===== config.mk =====
export PLATFORM = sky130hd
export DESIGN_NAME = rect_fill_ctrl
export DESIGN_NICKNAME = d
export VERILOG_FILES = /design/src/rtl/vga_pkg.sv /design/src/rtl/xy_scan_counter.sv /design/src/rtl/rect_fill_ctrl.sv
export SDC_FILE = /design/constraint.sdc
export NUM_CORES = 1
export LEC_CHECK = 0
export ABC_AREA = 1
export CELL_PAD_IN_SITES_DETAIL_PLACEMENT = 1
export CELL_PAD_IN_SITES_GLOBAL_PLACEMENT = 1
export CORE_ASPECT_RATIO = 0.8
export CORE_MARGIN = 4
export CORE_UTILIZATION = 31
export DETAILED_ROUTE_END_ITERATION = 10
export GPL_TIMING_DRIVEN = 0
export PLACE_DENSITY_LB_ADDON = 0.1
export SKIP_LAST_GASP = 1
export SYNTH_ARGS = -nofsm -noshare
export SYNTH_HDL_FRONTEND = slang
export SYNTH_SLANG_ARGS = --single-unit

===== constraint.sdc =====
create_clock -name clk -period 4.8 [get_ports clk]
set_input_delay 0.48 -clock clk [delete_from_list [all_inputs] [get_ports clk]]
set_output_delay 0.48 -clock clk [all_outputs]
set_load 0.02 [all_outputs]

===== src/rtl/vga_pkg.sv =====
// Shared constants and types for blocks that drive the VGA adapter framebuffer.
package vga_pkg;

    localparam int DEF_XW       = 8;
    localparam int DEF_YW       = 7;
    localparam int DEF_SCREEN_W = 160;
    localparam int DEF_SCREEN_H = 120;
    localparam int DEF_CW       = 3;

    typedef enum logic {
        FILL_SOLID   = 1'b0,
        FILL_OUTLINE = 1'b1
    } fill_mode_e;

    typedef enum logic [1:0] {
        ST_IDLE,
        ST_LOAD,
        ST_SCAN,
        ST_DONE
    } fill_state_e;

    function automatic int clamp_max(input int v, input int hi);
        return (v > hi) ? hi : v;
    endfunction

endpackage


===== src/rtl/xy_scan_counter.sv =====
// Raster-order x/y position counter with init, step and row-wrap, plus
// last-column / last-row flags.
module xy_scan_counter #(
    parameter int XW = 8,
    parameter int YW = 7
) (
    input  logic          clk,
    input  logic          resetb,
    input  logic          init,
    input  logic          step,
    input  logic [XW-1:0] x_first,
    input  logic [YW-1:0] y_first,
    input  logic [XW-1:0] x_last,
    input  logic [YW-1:0] y_last,
    output logic [XW-1:0] x,
    output logic [YW-1:0] y,
    output logic          x_end,
    output logic          y_end
);

    assign x_end = (x == x_last);
    assign y_end = (y == y_last);

    // NOTE: registers use non-blocking assignments so every flop samples the
    // pre-edge values of the others, independent of statement order.
    always_ff @(posedge clk or negedge resetb) begin
        if (!resetb) begin
            x <= '0;
            y <= '0;
        end else if (init) begin
            x <= x_first;
            y <= y_first;
        end else if (step) begin
            if (!x_end) begin
                x <= x + 1'b1;
            end else if (!y_end) begin
                x <= x_first;
                y <= y + 1'b1;
            end
        end
    end

endmodule


===== src/rtl/rect_fill_ctrl.sv =====
// Fills or outlines a clipped rectangle on the VGA framebuffer, one pixel per
// clock, behind a start/busy/done handshake.
module rect_fill_ctrl
    import vga_pkg::*;
#(
    parameter int XW       = DEF_XW,
    parameter int YW       = DEF_YW,
    parameter int SCREEN_W = DEF_SCREEN_W,
    parameter int SCREEN_H = DEF_SCREEN_H,
    parameter int CW       = DEF_CW
) (
    input  logic          clk,
    input  logic          resetb,
    input  logic          start,
    input  logic          mode,
    input  logic [XW-1:0] x0,
    input  logic [XW-1:0] x1,
    input  logic [YW-1:0] y0,
    input  logic [YW-1:0] y1,
    input  logic [CW-1:0] colour_in,
    output logic          busy,
    output logic          done,
    output logic [XW-1:0] x,
    output logic [YW-1:0] y,
    output logic [CW-1:0] colour,
    output logic          plot
);

    fill_state_e   state;
    fill_mode_e    mode_q;
    logic [XW-1:0] bx0, bx1, cx1;
    logic [YW-1:0] by0, by1, cy1;
    logic          empty, x_end, y_end, last_pixel, on_border;
    logic          scan_init, scan_step;

    // Only the far edges need clipping; an off-screen near edge makes the
    // rectangle empty instead.
    assign cx1   = XW'(clamp_max(int'(bx1), SCREEN_W - 1));
    assign cy1   = YW'(clamp_max(int'(by1), SCREEN_H - 1));
    assign empty = (int'(bx0) >= SCREEN_W) || (int'(by0) >= SCREEN_H)
                || (bx0 > cx1) || (by0 > cy1);

    assign scan_init  = (state == ST_LOAD) && !empty;
    assign last_pixel = x_end && y_end;
    assign scan_step  = (state == ST_SCAN) && !last_pixel;

    xy_scan_counter #(
        .XW (XW),
        .YW (YW)
    ) u_scan (
        .clk     (clk),
        .resetb  (resetb),
        .init    (scan_init),
        .step    (scan_step),
        .x_first (bx0),
        .y_first (by0),
        .x_last  (cx1),
        .y_last  (cy1),
        .x       (x),
        .y       (y),
        .x_end   (x_end),
        .y_end   (y_end)
    );

    // Outline mode still walks every interior pixel; it only masks the strobe.
    assign on_border = (x == bx0) || x_end || (y == by0) || y_end;
    assign plot      = (state == ST_SCAN) && ((mode_q == FILL_SOLID) || on_border);

    always_ff @(posedge clk or negedge resetb) begin
        if (!resetb) begin
            state  <= ST_IDLE;
            busy   <= 1'b0;
            done   <= 1'b0;
            mode_q <= FILL_SOLID;
            bx0    <= '0;
            bx1    <= '0;
            by0    <= '0;
            by1    <= '0;
            colour <= '0;
        end else begin
            done <= 1'b0;
            case (state)
                ST_IDLE: begin
                    if (start) begin
                        bx0    <= x0;
                        bx1    <= x1;
                        by0    <= y0;
                        by1    <= y1;
                        mode_q <= fill_mode_e'(mode);
                        colour <= colour_in;
                        busy   <= 1'b1;
                        state  <= ST_LOAD;
                    end
                end
                ST_LOAD: begin
                    if (empty) begin
                        done  <= 1'b1;
                        state <= ST_DONE;
                    end else begin
                        state <= ST_SCAN;
                    end
                end
                ST_SCAN: begin
                    if (last_pixel) begin
                        done  <= 1'b1;
                        state <= ST_DONE;
                    end
                end
                ST_DONE: begin
                    busy  <= 1'b0;
                    state <= ST_IDLE;
                end
                default: begin
                    busy  <= 1'b0;
                    state <= ST_IDLE;
                end
            endcase
        end
    end

endmodule

==> results of run 1 <==
-- worst max-delay path, delay by kind of cell, from the launching register on --
family          cells  cell delay (ps)
compound gates      2              460
simple gates        7              660
flops               1              470
buf+inv             3              780
-- layout make-up --
type / count / area [um2]
buffer: 17 / 85.1
clock buffer: 6 / 129
clock inverter: 2 / 10.0
fill: 1392 / 6580
inverter: 56 / 210
multi-input combinational: 367 / 1910
sequential: 53 / 1330
tap: 144 / 180
timing repair buffer: 58 / 586
-- registers in the layout, summed over array words and instances (netlist names) --
signal and flops:
mode_q 1, bx0 8, busy 1, u_scan.x 8, by1 7, state 2, u_scan.y 7, done 1
bx1 8, by0 7, colour 3
-- Yosys cell counts (all sizes together) --
| library cell | n | area share |
|---|---|---|
| ha | 21 | 0.074 |
| nand3 | 59 | 0.085 |
| clkbuf | 12 | 0.013 |
| or2 | 1 | 0.0018 |
| nand4 | 6 | 0.011 |
| nor3 | 4 | 0.0057 |
| nand2 | 179 | 0.20 |
| dfrtp | 53 | 0.38 |
| nor2 | 23 | 0.025 |
| xor2 | 17 | 0.042 |
| o21bai | 1 | 0.0021 |
| o21a | 1 | 0.0021 |
| nand3b | 1 | 0.0021 |
| buf | 5 | 0.011 |
| o21ai | 36 | 0.052 |
| xnor2 | 7 | 0.017 |
| inv | 56 | 0.060 |
| a21oi | 10 | 0.014 |
| a21o | 1 | 0.0021 |
-- path summary, 6_finish.rpt --
check,end,slack (ps),cells after the start
min,by1[1]$_DFFE_PN0P_,180,1
max,plot,1630,12
max in group asynchronous,bx0[3]$_DFFE_PN0P_,4060,2
min in group clk,by1[1]$_DFFE_PN0P_,490,2
max reg2reg,u_scan.y[1]$_DFFE_PN0P_,1970,17
min reg2reg,by1[1]$_DFFE_PN0P_,490,2
-- metal layers --
metal,part of all wire,track usage
met1,0.54,0.274
met2,0.42,0.274
met3,0.041,0.0364
met4,0.0045,0.0297
met5,0,0
-- logic make-up after synthesis --
family                   Yosys count
AO/OA/AOI/OAI                     49
flip-flops                        53
XOR/XNOR                          24
AND/OR/NAND/NOR                  273
buffers and inverters             73
adder cells (fa/ha/maj)           21
-- metrics by stage --
stage / cell area, um2 / hold slack [ps]
2_1_floorplan: 3530 / 184
3_3_place_gp: 4280 / 464
3_5_place_dp: 4300 / 473
4_1_cts: 4440 / 188
5_1_grt: 4440 / 221
6_report: 4440 / 176
-- placed cells by master, fill, tap and decap left out, types with 2 or more instances in the layout --
master and count:
nand2_4 5, nor3_1 4, dfrtp_1 53, clkdlybuf4s50_1 56, nand4_1 6, clkbuf_1 13
buf_6 2, clkinv_2 2, ha_1 21, inv_1 56, nand2_2 4, xor2_1 17
nor2_1 22, nand3_1 58, o21ai_0 34, buf_2 3, nand2_1 170, a21oi_1 10
xnor2_1 7, clkbuf_16 5
-- where the power goes --
group / leakage [nW] / internal, mW / switching, mW / total [mW]
combinational: 1.48 / 0.711 / 1.13 / 1.84
clock: 0.0706 / 0.193 / 0.174 / 0.367
sequential: 0.665 / 0.652 / 0.253 / 0.905
==> metrics.md, run 1 <==
| Metric | Value |
|---|---|
| Worst path max stage delay | `approximately 540 ps` |
| Port Buf Inserts | `57` |
| Least-Margin Pin Slew | `588 ps` |
| Num CTS Buffers | `5` |
| Clock Root Buffer | `clkbuf_16` |
| Cell area power density | `701 mW/mm2` |
| Non-Filler Instances | `roughly 700` |
| Status | `finished, final reports clean` |
| N_diodes | `0` |
| Post-synth cell types | `27` |
| Sum of negative setup slack | `0 ps` |
| Setup Fix Bufs, Post-CTS | `0` |
| Worst relative slew slack | `0.608` |
| GR Overflow Total | `0` |
| Hold Buf Count CTS | `0` |
| Startpoint Class | `flop` |
| Req. time, crit path | `approximately 4300 ps` |
| Area Overhead vs Synth | `25.6%` |
| Final Hold Vio Count | `0` |
| Final WL | `between 10 and 15 mm` |
| Synth Area in Adders | `0.0744` |
| Max IR drop VDD | `0.000264 V` |
| Mapped Nets | `551` |
| Core ar. | `0.0110 mm2` |
| Global-route wire length before repair | `18.8 mm` |
| Sequential share of the synthesized area | `0.376` |
| Max_cap viols | `0` |
| Post-cts sizing count | `0` |
| Initial cell density of the core | `0.320` |
| LEAKAGE | `2.21 nW` |
| Crit-path cells | `o21ai_2 -> buf_6 -> nand2_4 -> nand2_1 -> nand2_1 -> nand3_1 -> nor2_1 -> nand2_2 -> nand3_1 -> o21ai_0 -> inv_1 -> clkdlybuf4s50_1` |
| Dpl ws | `around 2000 ps` |
| Worst r2r src | `bx1[5]$_DFFE_PN0P_` |
| CP max stage cell | `clkdlybuf4s50_1` |
| Clk_lat worst skew | `300 ps` |
| Clock Tree Buf Depth | `2` |
| Clock Skew | `between 8 and 9 ps` |
| Crit path time final | `between 3000 and 4000 ps` |
| Critical path class | `reg -> out` |
| Share of layout cells above drive strength 1 | `0.0483` |
| H-tree lvl count | `2` |
| Tcrit/Tclk final | `0.661` |
| RSZ-0062 raised after global routing | `no` |
| Gpl congestion | `0.837` |
| Setup ws final | `1630 ps` |
| Final Max Slew Viols | `0` |
| Crit end category | `output pin` |
| Critical Path Fanout Max | `10` |
| Launch point of the worst path | `bx1[5]$_DFFE_PN0P_` |
| DRC viols | `0` |
| Clock sink total | `53` |
| First-pass detailed-route iteration total | `4` |
| Via density | `4.81` |
| Mapped Avg Cell Area | `7.16 um2` |
| I/O pins | `58` |
| DP HPWL | `9.01 mm` |
| Synth Area in Simple Gates | `0.334` |
| Initial antenna violation count | `0` |
| Core Util, Final | `0.403` |
| Final setup violation count | `0` |
| Cells after Synth | `between 400 and 500` |
| Mux share of post-synthesis cell area | `0` |
| Post-synthesis xor/xnor area fraction | `0.0595` |
| Total power | `3.11 mW` |
| Clock transition at path regs | `about 70 ps` |
| CTS tree | `built` |
| Main combinational cell family by area after synthesis | `simple AND/OR/NAND/NOR gates` |
| Fmax achieved | `315 MHz` |
| Ys Warns | `0` |
| Post-DRT Antenna Nets | `0` |
| Tot GR Track Use | `0.182` |
| HP Class | `in -> async` |
| Die X | `127 um` |
| Die Y | `about 100 um` |
| Num rows | `34` |
| WL/cell | `16.2 um` |
| Post-synthesis compound-gate area fraction | `0.0726` |
| Routed vias | `3383` |
| Mapped cell area | `0.00353 mm2` |
| Vias in the first global route | `3461` |
| Iteration-0 DRC Markers | `126` |
| Largest net degree at the start of global routing | `32` |
| Final nets | `616` |
| Placed insts | `roughly 700` |
| Crit path DAT | `2690 ps` |
| Register bit count reported by yosys | `53` |
| Die ar. | `about 0.013 mm2` |
Note: power is estimated with default switching activity, not from simulation.
==> run 2: changes to the inputs <==
- clock period: 4.8 -> 2.6 ns (I/O delays scaled with it)
==> run 2 against run 1 <==
Effect of this change:
- cell count grew 0.43%
- sequential power rose by 88%
- sequential share of layout area is 0.41 points lower
- worst setup slack got worse by 1500 ps
- largest cell class unchanged
==> metrics.md, run 2 (same netlist as run 1, synthesis figures left out) <==
| Metric | Value |
|---|---|
| Status | `finished, final reports clean` |
| GR Overflow Total | `0` |
| Worst path most repeated cell | `nand2_1` |
| FF-to-FF setup slack | `around 180 ps` |
| Initial cell density of the core | `0.320` |
| Least-Margin Pin Slew | `601 ps` |
| R2R depth | `17` |
| Tcrit/Tclk final | `0.933` |
| H-tree lvl count | `2` |
| Gpl congestion | `0.837` |
| LEAKAGE | `~2.3 nW` |
| Worst r2r src | `bx1[6]$_DFFE_PN0P_` |
| Non-Filler Instances | `706` |
| Req. time, crit path | `2780 ps` |
| Core ar. | `approximately 0.011 mm2` |
| Startpoint Class | `flop` |
| Clock transition at path regs | `70 ps` |
| Max IR drop VDD | `about 0.00046 V` |
| Die ar. | `0.0132 mm2` |
| Port Buf Inserts | `57` |
| Tot GR Track Use | `0.182` |
| Routed vias | `about 3.4k` |
| Final Max Slew Viols | `0` |
| DRC viols | `0` |
| First-pass detailed-route iteration total | `6` |
| Die X | `127 um` |
| Initial antenna violation count | `0` |
| Final nets | `619` |
| Die Y | `between 100 and 150 um` |
| Area Overhead vs Synth | `28.1%` |
| Placed insts | `695` |
| Crit path DAT | `2610 ps` |
| End point of the critical path | `u_scan.y[6]$_DFFE_PN0P_` |
| Clock Tree Buf Depth | `2` |
| Crit path time final | `2420 ps` |
| Clock Root Buffer | `clkbuf_16` |
| Vias in the first global route | `between 3k and 4k` |
| # fillers | `1384` |
| Critical Path Fanout Max | `10` |
| Crit end category | `flop` |
| Fmax achieved | `412 MHz` |
| Max_cap viols | `0` |
| Final Hold Vio Count | `0` |
| Global-route wire length before repair | `18.8 mm` |
| CP max stage cell | `dfrtp_2` |
| Worst relative slew slack | `0.599` |
| WL/cell | `16.3 um` |
| N_diodes | `0` |
| Worst path max stage delay | `440 ps` |
| Total power | `5.88 mW` |
| Clk_lat worst skew | `300 ps` |
| Num rows | `34` |
| CTS tree | `built` |
| HP Class | `reg -> reg` |
| Clock Skew | `8.78 ps` |
| Via density | `4.82` |
| Clock sink total | `53` |
| Biggest regs | `bx0 (8), bx1 (8), u_scan.x (8)` |
| Final setup violation count | `0` |
| Most frequent cells in the layout | `nand2_1, nand3_1, inv_1` |
| Num CTS Buffers | `5` |
| Critical path class | `reg -> reg` |
| Commonest non-fill, non-tap cell in the layout | `nand2_1` |
| Post-DRT Antenna Nets | `0` |
| RR Endpoint | `u_scan.y[6]$_DFFE_PN0P_` |
| Final WL | `about 11 mm` |
| I/O pins | `58` |
| Launch point of the worst path | `bx1[6]$_DFFE_PN0P_` |
| Crit-path cells | `o21ai_4 -> buf_6 -> nand2_1 -> inv_1 -> ha_1 -> inv_1 -> o21bai_1 -> nand2_1 -> nand2_1 -> nand2_1 -> nand2_1 -> nand2_1 -> nand3_2 -> buf_6 -> buf_4 -> nand3_1 -> nand2_1` |
| RSZ-0062 raised after global routing | `no` |
| Cell area power density | `1300 mW/mm2` |
| Iteration-0 DRC Markers | `147` |
| Share of layout cells above drive strength 1 | `0.0801` |
| DP HPWL | `9.01 mm` |
| Largest net degree at the start of global routing | `32` |
## run 2: cell type report
cell class	count	area, um2	share of cell area
repair buffers	63	631	0.139
plain buffers	15	87.6	0.0194
multi-input cells	367	1940	0.429
clock inverters	2	10.0	0.00221
clock buffers	6	129	0.0285
flip-flops and latches	53	1330	0.295
inverters	56	210	0.0465
well taps	144	180	0.0398
## run 2: timing repair
| action | 4_1_cts | 5_1_grt |
|---|---|---|
| setup buffers | 0 | 3 |
| endpoints found under the setup margin | 16 | 16 |
| cloned | 0 | 1 |
| pin swaps | 1 | 1 |
| hold buffers | 1 | 0 |
| gates resized for setup | 6 | 19 |
| hold endpoints to repair | 22 | 0 |
## run 2: critical path: cells and delay by family, from the launching register on
kind | cells | cell delay [ps]
buf+inv | 5 | 670
compound gates | 2 | 240
simple gates | 9 | 720
fa+ha+maj | 1 | 250
flops | 1 | 440
## run 2: per-layer routing
| metal | up-vias | track usage | share of wire |
|---|---|---|---|
| met3 | 2 | 0.0359 | 0.046 |
| met5 | - | 0 | 0 |
| met1 | 1649 | 0.274 | 0.54 |
| met4 | 0 | 0.0297 | 0.0044 |
| met2 | 61 | 0.273 | 0.41 |
| li1 | 1693 | - | - |
## run 2: worst min path at each step
stage / start / endpoint / depth (start not counted) / slack (ps)
6_report: by1[1]$_DFFE_PN0P_ / by1[1]$_DFFE_PN0P_ / 2 / 490
5_1_grt: colour_in[1] / colour[1]$_DFFE_PN0P_ / 3 / 500
4_1_cts: colour_in[1] / colour[1]$_DFFE_PN0P_ / 3 / 490
3_5_place_dp: resetb / u_scan.y[2]$_DFFE_PN0P_ / 1 / 290
3_3_place_gp: colour[2]$_DFFE_PN0P_ / colour[2]$_DFFE_PN0P_ / 2 / 460
2_1_floorplan: resetb / busy$_DFFE_PN0P_ / 0 / -40
## run 2: power breakdown
group | switching [mW] | internal (mW)
clock network | 0.319 | 0.355
logic | 2.12 | 1.39
registers | 0.487 | 1.21
## run 2: per-stage QoR
stage | worst slack [ps] | util | hold WS (ps) | setup TNS (ps) | instance area (um2)
after global placement | -598 | 0.389 | 464 | -32090 | 4280
after CTS | -32.4 | 0.404 | 487 | -32.4 | 4450
after detailed placement | -179 | 0.390 | 289 | -1760 | 4300
after global routing | 13.7 | 0.411 | 500 | 0 | 4520
final | 175 | 0.411 | 492 | 0 | 4520
after floorplan | 403 | - | -35.6 | 0 | 3530
